==> config.mk <==
export PLATFORM = sky130hd
export DESIGN_NAME = mult_scheduler
export DESIGN_NICKNAME = d
export VERILOG_FILES = /design/src/rtl/mult_scheduler.sv
export SDC_FILE = /design/constraint.sdc
export NUM_CORES = 1
export LEC_CHECK = 0
export ABC_AREA = 0
export CAP_MARGIN = 20
export CORE_UTILIZATION = 55
export CTS_BUF_LIST = sky130_fd_sc_hd__clkbuf_4 sky130_fd_sc_hd__clkbuf_8 sky130_fd_sc_hd__clkbuf_16
export CTS_CLUSTER_SIZE = 24
export DETAILED_ROUTE_END_ITERATION = 16
export PLACE_DENSITY = 0.93
export REMOVE_ABC_BUFFERS = 1
export SYNTH_ARGS = -nofsm -noshare
export SYNTH_HDL_FRONTEND = slang
export SYNTH_SLANG_ARGS = --single-unit
==> constraint.sdc <==
create_clock -name clk -period 4.7 [get_ports clk]
set_input_delay 0.94 -clock clk [delete_from_list [all_inputs] [get_ports clk]]
set_output_delay 0.94 -clock clk [all_outputs]
set_load 0.05 [all_outputs]
==> src/rtl/mult_scheduler.sv <==
// mult_scheduler
//   Sequencer for the shared iterative multiplier of the dual-issue execute
//   stage. Accepts mult/multu from either issue slot, runs a shift-add
//   multiply retiring BITS_PER_CYCLE multiplier bits per cycle, owns HI/LO,
//   and stalls the bundle when it needs the multiplier or HI/LO while a
//   multiply is in flight. Slot 1 is the older instruction, slot 2 the younger.
//
//   Optional feature macro: MULT_HILO_BYPASS_EN
//     defined   : during FIX the read-induced stall is released and Hi/Lo
//                 drive the corrected product combinationally.
//     undefined : stall held through FIX; Hi/Lo are always the registers.
//
//   Ports
//     clk, reset_n                 clock, synchronous active-low reset
//     MultStart/MultStart2         slot 1 / slot 2 multiply request
//     MultSgn/MultSgn2             1 = signed (mult), 0 = unsigned (multu)
//     SrcA/SrcB, SrcA2/SrcB2       slot operands
//     HiRead/LoRead(/2)            slot performs mfhi / mflo
//     Hi, Lo                       HI/LO value to the writeback mux
//     MultStall                    freeze the fetch/decode/execute bundle
//     MultBusy                     multiplier not idle
//     MultDone                     one-cycle pulse after HI/LO update

module mult_scheduler #(
    parameter int WIDTH          = 32,
    parameter int BITS_PER_CYCLE = 1
) (
    input  logic             clk,
    input  logic             reset_n,
    input  logic             MultStart,
    input  logic             MultStart2,
    input  logic             MultSgn,
    input  logic             MultSgn2,
    input  logic [WIDTH-1:0] SrcA,
    input  logic [WIDTH-1:0] SrcB,
    input  logic [WIDTH-1:0] SrcA2,
    input  logic [WIDTH-1:0] SrcB2,
    input  logic             HiRead,
    input  logic             LoRead,
    input  logic             HiRead2,
    input  logic             LoRead2,
    output logic [WIDTH-1:0] Hi,
    output logic [WIDTH-1:0] Lo,
    output logic             MultStall,
    output logic             MultBusy,
    output logic             MultDone
);

    localparam int N_STEPS = WIDTH / BITS_PER_CYCLE;
    localparam int CNT_W   = (N_STEPS > 1) ? $clog2(N_STEPS) : 1;
    localparam int PW      = WIDTH + BITS_PER_CYCLE;

    localparam logic [1:0] S_IDLE = 2'd0;
    localparam logic [1:0] S_RUN  = 2'd1;
    localparam logic [1:0] S_FIX  = 2'd2;

    logic [1:0]         state_q, state_d;
    logic [CNT_W-1:0]   count_q, count_d;
    logic [WIDTH-1:0]   a_q, a_d;
    logic [WIDTH-1:0]   b_q, b_d;
    logic [2*WIDTH-1:0] acc_q, acc_d;
    logic               sign_q, sign_d;
    logic [WIDTH-1:0]   hi_q, hi_d;
    logic [WIDTH-1:0]   lo_q, lo_d;
    logic               owned_q, owned_d;
    logic               done_q, done_d;

    logic               start_req;
    logic               any_read;
    logic               read_stall;
    logic               busy;
    logic               accept;
    logic               hazard;
    logic               stall;

    logic               sel_sgn;
    logic [WIDTH-1:0]   sel_a, sel_b;
    logic               neg_a, neg_b;
    logic [WIDTH-1:0]   abs_a, abs_b;

    logic [PW-1:0]              partial;
    logic [PW-1:0]              sum;
    logic [2*WIDTH+BITS_PER_CYCLE-1:0] wide;
    logic [2*WIDTH-1:0]         acc_step;
    logic [2*WIDTH-1:0]         product;

    // Stall and ownership control
    always_comb begin
        // A held bundle whose multiply was already accepted must not restart.
        start_req = (MultStart | MultStart2) & ~owned_q;
        any_read  = HiRead | LoRead | HiRead2 | LoRead2;
        busy      = (state_q != S_IDLE);
        accept    = (state_q == S_IDLE) & start_req;
        // Slot 1 mult followed by a slot 2 read of HI/LO in the same bundle:
        // the younger read must wait for the older multiply.
        hazard    = accept & MultStart & ~MultStart2 & (HiRead2 | LoRead2);
`ifdef MULT_HILO_BYPASS_EN
        // The corrected product is forwarded during FIX, so reads may proceed.
        read_stall = any_read & (state_q != S_FIX);
`else
        read_stall = any_read;
`endif
        stall = (busy & (read_stall | start_req)) | hazard;

        owned_d = owned_q;
        if (accept && stall) begin
            owned_d = 1'b1;
        end else if (!stall) begin
            owned_d = 1'b0;
        end
    end

    // Operand selection: slot 2 wins because its result would overwrite
    // slot 1's in program order anyway.
    always_comb begin
        sel_sgn = MultStart2 ? MultSgn2 : MultSgn;
        sel_a   = MultStart2 ? SrcA2 : SrcA;
        sel_b   = MultStart2 ? SrcB2 : SrcB;
        neg_a   = sel_sgn & sel_a[WIDTH-1];
        neg_b   = sel_sgn & sel_b[WIDTH-1];
        // Negating the most negative value yields 2^(W-1) read as unsigned.
        abs_a   = neg_a ? -sel_a : sel_a;
        abs_b   = neg_b ? -sel_b : sel_b;
    end

    // Shift-add step: add digit*multiplicand to the upper half, then shift
    // the whole accumulator right by one digit. After N_STEPS steps the
    // accumulator holds the full 2W-bit magnitude product.
    always_comb begin
        partial  = PW'(a_q) * PW'(b_q[BITS_PER_CYCLE-1:0]);
        sum      = PW'(acc_q[2*WIDTH-1:WIDTH]) + partial;
        wide     = {sum, acc_q[WIDTH-1:0]};
        acc_step = wide[2*WIDTH+BITS_PER_CYCLE-1:BITS_PER_CYCLE];
        product  = sign_q ? -acc_q : acc_q;
    end

    // Sequencer
    always_comb begin
        state_d = state_q;
        count_d = count_q;
        a_d     = a_q;
        b_d     = b_q;
        acc_d   = acc_q;
        sign_d  = sign_q;
        hi_d    = hi_q;
        lo_d    = lo_q;
        done_d  = 1'b0;

        case (state_q)
            S_IDLE: begin
                if (accept) begin
                    a_d     = abs_a;
                    b_d     = abs_b;
                    sign_d  = sel_sgn & (sel_a[WIDTH-1] ^ sel_b[WIDTH-1]);
                    acc_d   = '0;
                    count_d = '0;
                    state_d = S_RUN;
                end
            end
            S_RUN: begin
                acc_d = acc_step;
                b_d   = b_q >> BITS_PER_CYCLE;
                if (count_q == CNT_W'(N_STEPS - 1)) begin
                    count_d = '0;
                    state_d = S_FIX;
                end else begin
                    count_d = count_q + 1'b1;
                end
            end
            S_FIX: begin
                hi_d    = product[2*WIDTH-1:WIDTH];
                lo_d    = product[WIDTH-1:0];
                done_d  = 1'b1;
                state_d = S_IDLE;
            end
            default: begin
                state_d = S_IDLE;
            end
        endcase
    end

    always_ff @(posedge clk) begin
        if (!reset_n) begin
            state_q <= S_IDLE;
            count_q <= '0;
            a_q     <= '0;
            b_q     <= '0;
            acc_q   <= '0;
            sign_q  <= 1'b0;
            hi_q    <= '0;
            lo_q    <= '0;
            owned_q <= 1'b0;
            done_q  <= 1'b0;
        end else begin
            state_q <= state_d;
            count_q <= count_d;
            a_q     <= a_d;
            b_q     <= b_d;
            acc_q   <= acc_d;
            sign_q  <= sign_d;
            hi_q    <= hi_d;
            lo_q    <= lo_d;
            owned_q <= owned_d;
            done_q  <= done_d;
        end
    end

`ifdef MULT_HILO_BYPASS_EN
    assign Hi = (state_q == S_FIX) ? product[2*WIDTH-1:WIDTH] : hi_q;
    assign Lo = (state_q == S_FIX) ? product[WIDTH-1:0] : lo_q;
`else
    assign Hi = hi_q;
    assign Lo = lo_q;
`endif

    assign MultStall = stall;
    assign MultBusy  = busy;
    assign MultDone  = done_q;

endmodule

==> qor.yml, run 1 <==
synthesis:
  synthArstFlopShare_pct: 0
  synth_edf_count: 0
  synth_seq_cells: 202
  synthTopCellsByCount: "dfxtp_1, nand2_1, nor2_1"
  synth_simple_gate_area_share_pct: 23.1
  syn_inst: 1635
  netlist_area_um2: 12800
  synth_ff_type: "dfxtp_1"
  yosysSeqAreaShare_pct: 31.6
  yosysWarnings: 0
  synth-compound-area-share_pct: 23.3
  synth_mux_area_share_pct: 5.67
  synthXorXnorAreaFrac_pct: 8.84
  yosysMostFrequentCell: "dfxtp_1"
  synth-adder-area-share_pct: 3.78
  synth_top_family_by_area: "compound AO/OA/AOI/OAI gates"
  yosysTopAreaCellShare_pct: 31.6
  synth.distinct_cells: 75
  synth_area_leaders: "dfxtp_1, nand2_1, a21oi_1, o21ai_0, xor2_1"
  synth_top_area_cell: "dfxtp_1"
  syn_area_per_cell_um2: 7.82
place:
  portBuffers: 204
  dp.final_hpwl_um: 27200
  place_ws_ns: 0.986
  placed_cell_area_um2: 15000
  gp_congestion: 0.943
floorplan:
  coreArea_um2: 22700
  io_pins: 205
  die_w_um: 154
  row_count: 55
  start_util_pct: 56.3
  dieHeight_um: 154
  die_area_um2: 23900
power:
  p_leak_uw: 0.00603
  power_density_nw_per_um2: 277
  irDropWorstVdd_mv: 0.207
clocking:
  insertion_delay_ns: 0.51
  clk_pin_slew_worst_paths_ns: 0.07
  cts_root_buf: "clkbuf_16"
  cts_made_buffers: 21
  cts_tree: "built"
  cts-htree-levels: 1
  cts_setup_buffers: 0
  clockBufferDepth: 3
  ctsResizeCount: 0
  hold_buffers: 0
  cts_sinks: 202
layout:
  multi_input_area_um2: 8300
  final_cell_area_um2: 15700
  n_antenna_cell: 0
  areaGrowthSynthToFinish_pct: 22.9
  regArea_um2: 4050
  nets: 1965
  drive_gt1_share_pct: 6.10
  fillCellCount: 1783
min_path:
  holdPathStages: 2
  hold_path.class: "reg -> reg"
  min_from: "a_q[23]"
  hold-path-endpoint: "a_q[23]"
setup_path:
  reg2reg_depth: 10
  r2r-start: "b_q[0]"
  required_ns: 3.76
  startpoint_type: "primary input"
  r2r_slack_ns: 1.23
  crit_type: "in -> out"
  worstSetupEndpointType: "output pin"
  worstPathMaxFanout: 4
  r2r-end: "acc_q[61]"
  arrival_ns: 2.81
timing:
  skew_ns: 0.0135
  worstMarginPinSlew_ns: 0.887
  setup_viol: 0
  hold_viol_final: 0
  rsz0062_at_grt: "no"
  fin_crit_sh_pct: 79.8
  holdWs_ns: 0.451
  setup_ws_ns: 0.950
  fin_tns_setup_ns: 0
  slew_headroom_pct: 39.3
  fmax_mhz: 267
  period_minus_slack_ns: 3.75
  slew_violations: 0
global_routing:
  grt_pass1_vias: 12100
  grt_pass1_wl_um: 60400
  overflow: 0
  track_usage_pct: 30.6
  grt_max_degree: 74
  antenna_found_initial: 0
run:
  cap_violations: 0
drt:
  ant_nets: 0
  drtIter0Drc: 1040
  dr.pass1.iters: 6
  drc: 0
  viasPerCell: 6.23
  wl_per_cell_um: 17.7
  routed_wl_um: 37000
  vias: 13000
outcome:
  status: "complete, no violations"
[logic make-up after synthesis]
kind of cell | count (synthesis)
adders and majority gates | 38
and+or+nand+nor | 605
buffers and inverters | 120
AOI/OAI and AO/OA | 470
DFF | 202
xor gates and xnor gates | 129
muxes | 71
[cell type report]
type | instances | area share, %
Multi-Input combinational cell | 1313 | 52.8
Sequential cell | 202 | 25.7
Timing Repair Buffer | 234 | 14.5
Clock buffer | 30 | 3.89
Tap cell | 285 | 2.27
Inverter | 17 | 0.414
Clock inverter | 6 | 0.398
[how the worst max path moves through the flow]
stage | slack, ns | start | end | cells past startpoint
3_3_place_gp | 1.0 | MultStart | MultStall | 6
2_1_floorplan | -0.12 | MultStart2 | a_q[30] | 4
4_1_cts | 0.97 | MultStart | MultStall | 6
5_1_grt | 0.85 | MultStart | MultStall | 6
3_5_place_dp | 0.99 | MultStart | MultStall | 6
6_report | 0.95 | MultStart | MultStall | 6
[sequential cells by signal, indices dropped and copies added, names as in the netlist, 2 cells and up]
signal,cells
Hi,32
Lo,32
b_q,32
a_q,32
count_q,5
state_q,2
acc_q,64
[through the flow]
stage,total power (uW),utilization (%),instances
after floorplan,2360,-,1532
after global placement,2690,66.2,2051
after detailed placement,2710,66.2,2051
after CTS,4350,69.2,2087
after global routing,4510,69.2,2087
final,4350,69.2,2087
[layer usage]
metal | up-vias | wire length [um] | global-route usage (%)
met1 | 6027 | 15700 | 39.9
met5 | - | 0 | 0
met3 | 75 | 2780 | 3.39
li1 | 6298 | - | -
met2 | 595 | 17600 | 52.6
met4 | 0 | 894 | 9.71
[placed cells by master (no fill, tap or decap), types with 40 or more instances in the layout]
cell type and instances:
xnor2_1 59, xor2_1 70, nor2_1 135, nand2_1 195, dfxtp_1 201, nor3_1 40, a21oi_1 131, nand3_1 61
o21ai_0 125, mux2i_1 60, clkdlybuf4s50_1 203
[critical path, stage by stage]
cell,delay (ns)
clkdlybuf4s50_1,0.45
nor2_1,0.06
nor2_1,0.29
nand2_1,0.09
o21ai_0,0.13
clkdlybuf4s50_1,0.86
[power breakdown]
part,switching [uW],internal [uW]
clock network,692,963
logic,500,353
registers,54.8,1790
total,1250,3110
Note: power is estimated with default switching activity, not from simulation.
==> inputs of run 2 (changes only) <==
Clock period 4.7 ns to 3.7 ns, I/O delays scaled along.
==> run 2 against run 1 <==
Against the previous run:
- cell count is 0.43% higher
- clock power grew 33%
- utilization grew 0.57 points
- highest routed layer unchanged
- global-route usage about the same
- critical path type is now reg -> reg
- wire length increased by 1.7%
==> qor.yml, run 2 (synthesis results as in run 1) <==
timing:
  worstMarginPinSlew_ns: 0.828
  fmax_mhz: 297
  slew_violations: 0
  setup_viol: 0
  slew_headroom_pct: 44.2
  skew_ns: 0.0330
  holdWs_ns: 0.449
  hold_viol_final: 0
  fin_crit_sh_pct: 91.1
  rsz0062_at_grt: "no"
  period_minus_slack_ns: 3.37
clocking:
  hold_buffers: 0
  insertion_delay_ns: 0.52
  cts-htree-levels: 1
  cts_root_buf: "clkbuf_16"
  cts_made_buffers: 22
  ctsResizeCount: 0
  clockBufferDepth: 3
  clk_pin_slew_worst_paths_ns: 0.06
  cts_setup_buffers: 0
  cts_sinks: 202
  cts_tree: "built"
setup_path:
  required_ns: 4.08
  reg2reg_depth: 13
  path_cells: "buf_4 > and2_1 > ha_1 > inv_1 > fa_1 > nor2b_1 > o211ai_1 > a21boi_0 > o21ai_0 > a2111oi_2 > buf_4 > mux2i_1 > nand2_1"
  r2r-end: "acc_q[61]"
  worstSetupEndpointType: "flip-flop"
  path_common_cell: "buf_4"
  slowest_stage: "a2111oi_2"
  crit_type: "reg -> reg"
  startpoint_type: "flip-flop"
  crit_end: "acc_q[61]"
  crit_start: "b_q[0]"
  r2r-start: "b_q[0]"
  critical_path.max_stage_delay_ns: 0.51
  r2r_slack_ns: 0.33
  arrival_ns: 3.75
  worstPathMaxFanout: 33
layout:
  layout_common_cells: "clkdlybuf4s50_1, dfxtp_1, nand2_1"
  top_register: "acc_q"
  multi_input_area_um2: 8300
  fillCellCount: 1767
  regArea_um2: 4050
  drive_gt1_share_pct: 6.68
  largest_reg_flops: 64
  nets: 1973
  n_antenna_cell: 0
  utilization_pct: 69.8
  mostFrequentLayoutCell: "clkdlybuf4s50_1"
  areaGrowthSynthToFinish_pct: 24.0
global_routing:
  track_usage_pct: 30.6
  grt_max_degree: 64
  antenna_found_initial: 0
  grt_pass1_wl_um: 60700
  overflow: 0
  grt_pass1_vias: 12400
min_path:
  hold_path.class: "reg -> reg"
outcome:
  status: "complete, no violations"
floorplan:
  dieHeight_um: 154
  coreArea_um2: 22700
  die_w_um: 154
  die_area_um2: 23900
  start_util_pct: 56.3
  row_count: 55
  io_pins: 205
drt:
  viasPerCell: 6.24
  wl_per_cell_um: 17.9
  ant_nets: 0
  routed_wl_um: 37600
  drtIter0Drc: 1082
  dr.pass1.iters: 11
  vias: 13100
  drc: 0
run:
  cap_violations: 0
power:
  irDropWorstVdd_mv: 0.302
  p_leak_uw: 0.00609
  power_density_nw_per_um2: 357
place:
  dp.final_hpwl_um: 27900
  gp_congestion: 0.916
  portBuffers: 204
==> run 2: changes by cell type in the layout (fill, tap and decap cells not counted) <==
cell and delta:
clkinv_8 +1, clkbuf_8 +4, a2111oi_2 +1, a2111oi_0 -1, clkinv_2 +1, clkbuf_4 -4
inv_6 -2, clkbuf_16 +1, clkdlybuf4s50_1 -1, clkinvlp_4 +1, buf_12 +1, buf_4 +7
==> run 2: critical path, delay by kind of cell (launching register included) <==
kind	cells	cell delay, ns
flip-flops	1	0.30
AND/OR/NAND/NOR	3	0.48
multiplexers	1	0.18
AO/OA/AOI/OAI	4	1.22
adder cells (fa/ha/maj)	2	0.57
buffers and inverters	3	0.50
==> run 2: through the flow <==
stage / setup slack [ns] / power, uW / cells / area [um^2] / TNS [ns]
3_3_place_gp: 0.346 / 3430 / 2058 / 15100 / 0
4_1_cts: 0.242 / 5640 / 2096 / 15800 / 0
2_1_floorplan: -1.00 / 3000 / 1532 / 12400 / -41.78
3_5_place_dp: 0.198 / 3460 / 2058 / 15100 / 0
6_report: 0.328 / 5650 / 2096 / 15800 / 0
5_1_grt: 0.0352 / 5850 / 2096 / 15800 / 0
==> run 2: layer usage <==
layer / global-route usage, % / vias up / part of all wire, %
li1: - / 6300 / -
met1: 39.5 / 6051 / 42
met2: 52.6 / 646 / 47
met3: 3.98 / 78 / 7.9
met4: 9.76 / 0 / 2.6
met5: 0 / - / 0
==> run 2: how the worst min path moves through the flow <==
stage          slack [ns]    start       to  depth (start not counted)
6_report             0.45   a_q[4]   a_q[4]                          2
5_1_grt              0.47  a_q[20]  a_q[20]                          2
4_1_cts              0.45  a_q[20]  a_q[20]                          2
3_5_place_dp         0.44   Hi[29]   Hi[29]                          2
3_3_place_gp         0.43  a_q[18]  a_q[18]                          2
2_1_floorplan        0.42  a_q[11]  a_q[11]                          2
==> run 2: where the power goes <==
group | leakage (uW) | internal [uW] | switching [uW]
Clock | 0.000367 | 1310 | 894
Combinational | 0.00408 | 457 | 642
Sequential | 0.00164 | 2280 | 67.7
==> run 2: layout make-up <==
cell class,count,share of cell area [%]
Sequential cell,202,25.5
Inverter,17,0.411
Clock inverter,7,0.466
Multi-Input combinational cell,1313,52.4
Tap cell,285,2.25
Clock buffer,31,4.18
Timing Repair Buffer,241,14.8
==> inputs of run 3 (changes only) <==
Settings changed: CELL_PAD_IN_SITES_DETAIL_PLACEMENT set to 1, CELL_PAD_IN_SITES_GLOBAL_PLACEMENT set to 1, CORE_UTILIZATION 55 to 40, PLACE_DENSITY 0.93 to not set, PLACE_DENSITY_LB_ADDON set to 0.1.
==> run 3 against run 2 <==
Against the previous run:
- non-clock buffer count up 7
- first-iteration DRC count down 43%
- cell count up 6.1%
- register-to-register slack better by 0.15 ns
- sequential share of layout area down 0.42 points
- critical endpoint unchanged
- largest cell class unchanged
==> qor.yml, run 3 (synthesis results as in run 1) <==
outcome:
  status: "complete, no violations"
clocking:
  insertion_delay_ns: 0.54
  cts_sinks: 202
  cts_setup_buffers: 0
  cts_made_buffers: 24
  hold_buffers: 0
  clk_pin_slew_worst_paths_ns: 0.06
  cts_root_buf: "clkbuf_16"
  clockBufferDepth: 3
  cts-htree-levels: 1
  ctsResizeCount: 0
  cts_tree: "built"
drt:
  drtIter0Drc: 612
  wl_met2_um: 19300
  vias: 12900
  viasPerCell: 5.79
  highest_layer: "met4"
  dr.pass1.iters: 6
  drc: 0
  dr_wl_met3_um: 1440
  wl_per_cell_um: 18.6
  routed_wl_um: 41300
  wl_met1_um: 19800
  ant_nets: 0
floorplan:
  die_w_um: 181
  die_area_um2: 32700
  dieHeight_um: 181
  io_pins: 205
  start_util_pct: 40.6
  coreArea_um2: 31500
  row_count: 65
setup_path:
  startpoint_type: "flip-flop"
  critical_path.max_stage_delay_ns: 0.53
  required_ns: 4.13
  path_cells: "buf_12 > and2_1 > ha_1 > inv_1 > fa_1 > nor2b_1 > o211ai_1 > a21boi_0 > o21ai_0 > a2111oi_0 > buf_4 > mux2i_1 > nand2_1"
  worstSetupEndpointType: "flip-flop"
  worstPathMaxFanout: 33
  arrival_ns: 3.64
  slowest_stage: "a2111oi_0"
  crit_type: "reg -> reg"
global_routing:
  grt_pass1_vias: 13100
  grt_pass1_wl_um: 68300
  overflow: 0
  track_usage_pct: 25.1
  antenna_found_initial: 0
  grt_max_degree: 73
timing:
  fmax_mhz: 311
  hold_viol_final: 0
  skew_ns: 0.0220
  period_minus_slack_ns: 3.22
  rsz0062_at_grt: "no"
  worstMarginPinSlew_ns: 0.763
  slew_headroom_pct: 49.2
  slew_violations: 0
  setup_viol: 0
  fin_crit_sh_pct: 87.0
place:
  gp_congestion: 0.866
  portBuffers: 204
  place_inst: 2182
  placed_cell_area_um2: 15300
  dp.final_hpwl_um: 30900
layout:
  top_register: "acc_q"
  areaGrowthSynthToFinish_pct: 26.0
  final_cell_area_um2: 16100
  nets: 1982
  layoutNonFillerInstCount: 2224
  utilization_pct: 51.2
  largest_reg_flops: 64
  n_antenna_cell: 0
  layout_common_cells: "clkdlybuf4s50_1, dfxtp_1, nand2_1"
  drive_gt1_share_pct: 7.30
  mostFrequentLayoutCell: "clkdlybuf4s50_1"
power:
  fin_total_pwr_uw: 5810
  p_leak_uw: 0.00615
  power_density_nw_per_um2: 361
  irDropWorstVdd_mv: 0.290
min_path:
  hold_path.class: "reg -> reg"
run:
  cap_violations: 0
-- run 3: through the flow --
| step | hold slack (ns) | setup slack, ns | TNS (ns) |
|---|---|---|---|
| after global routing | 0.471 | 0.191 | 0 |
| after floorplan | 0.417 | -1.00 | -41.78 |
| after CTS | 0.450 | 0.446 | 0 |
| final | 0.448 | 0.481 | 0 |
| after global placement | 0.432 | 0.466 | 0 |
| after detailed placement | 0.441 | 0.236 | 0 |
-- run 3: metal layers --
layer  vias to the layer above  global-route usage [%]
met5                         -                       0
met4                         0                    6.02
met2                       262                    42.9
met3                        53                    2.10
met1                      6232                    34.2
li1                       6326                       -
-- run 3: worst paths after layout --
check | slack, ns | endpoint | from | depth (start not counted)
worst max register to register | 0.48 | acc_q[61] | b_q[0] | 13
worst min-delay path | 0.45 | a_q[15] | a_q[15] | 2
worst min register to register | 0.45 | a_q[15] | a_q[15] | 2
worst max-delay path | 0.48 | acc_q[61] | b_q[0] | 13
-- run 3: power by group --
group	total, uW	internal [uW]	leakage (uW)	switching (uW)
Sequential	2340	2280	0.00164	68.3
Combinational	1130	468	0.00413	657
Clock	2340	1360	0.000384	985
-- run 3: area by class of cell --
class / count / area, um^2
Sequential cell: 202 / 4050
Multi-Input combinational cell: 1313 / 8310
Inverter: 17 / 66.3
Clock buffer: 32 / 673
Tap cell: 402 / 503
Fill cell: 3800 / 15400
Clock inverter: 10 / 98.8
Timing Repair Buffer: 248 / 2420
-- run 3: critical path: cells and delay by family (launching register included) --
kind / cells / cell delay, ns
buffers and inverters: 3 / 0.44
multiplexers: 1 / 0.16
adder cells (fa/ha/maj): 2 / 0.55
AO/OA/AOI/OAI: 4 / 1.12
AND/OR/NAND/NOR: 3 / 0.45
flip-flops: 1 / 0.36
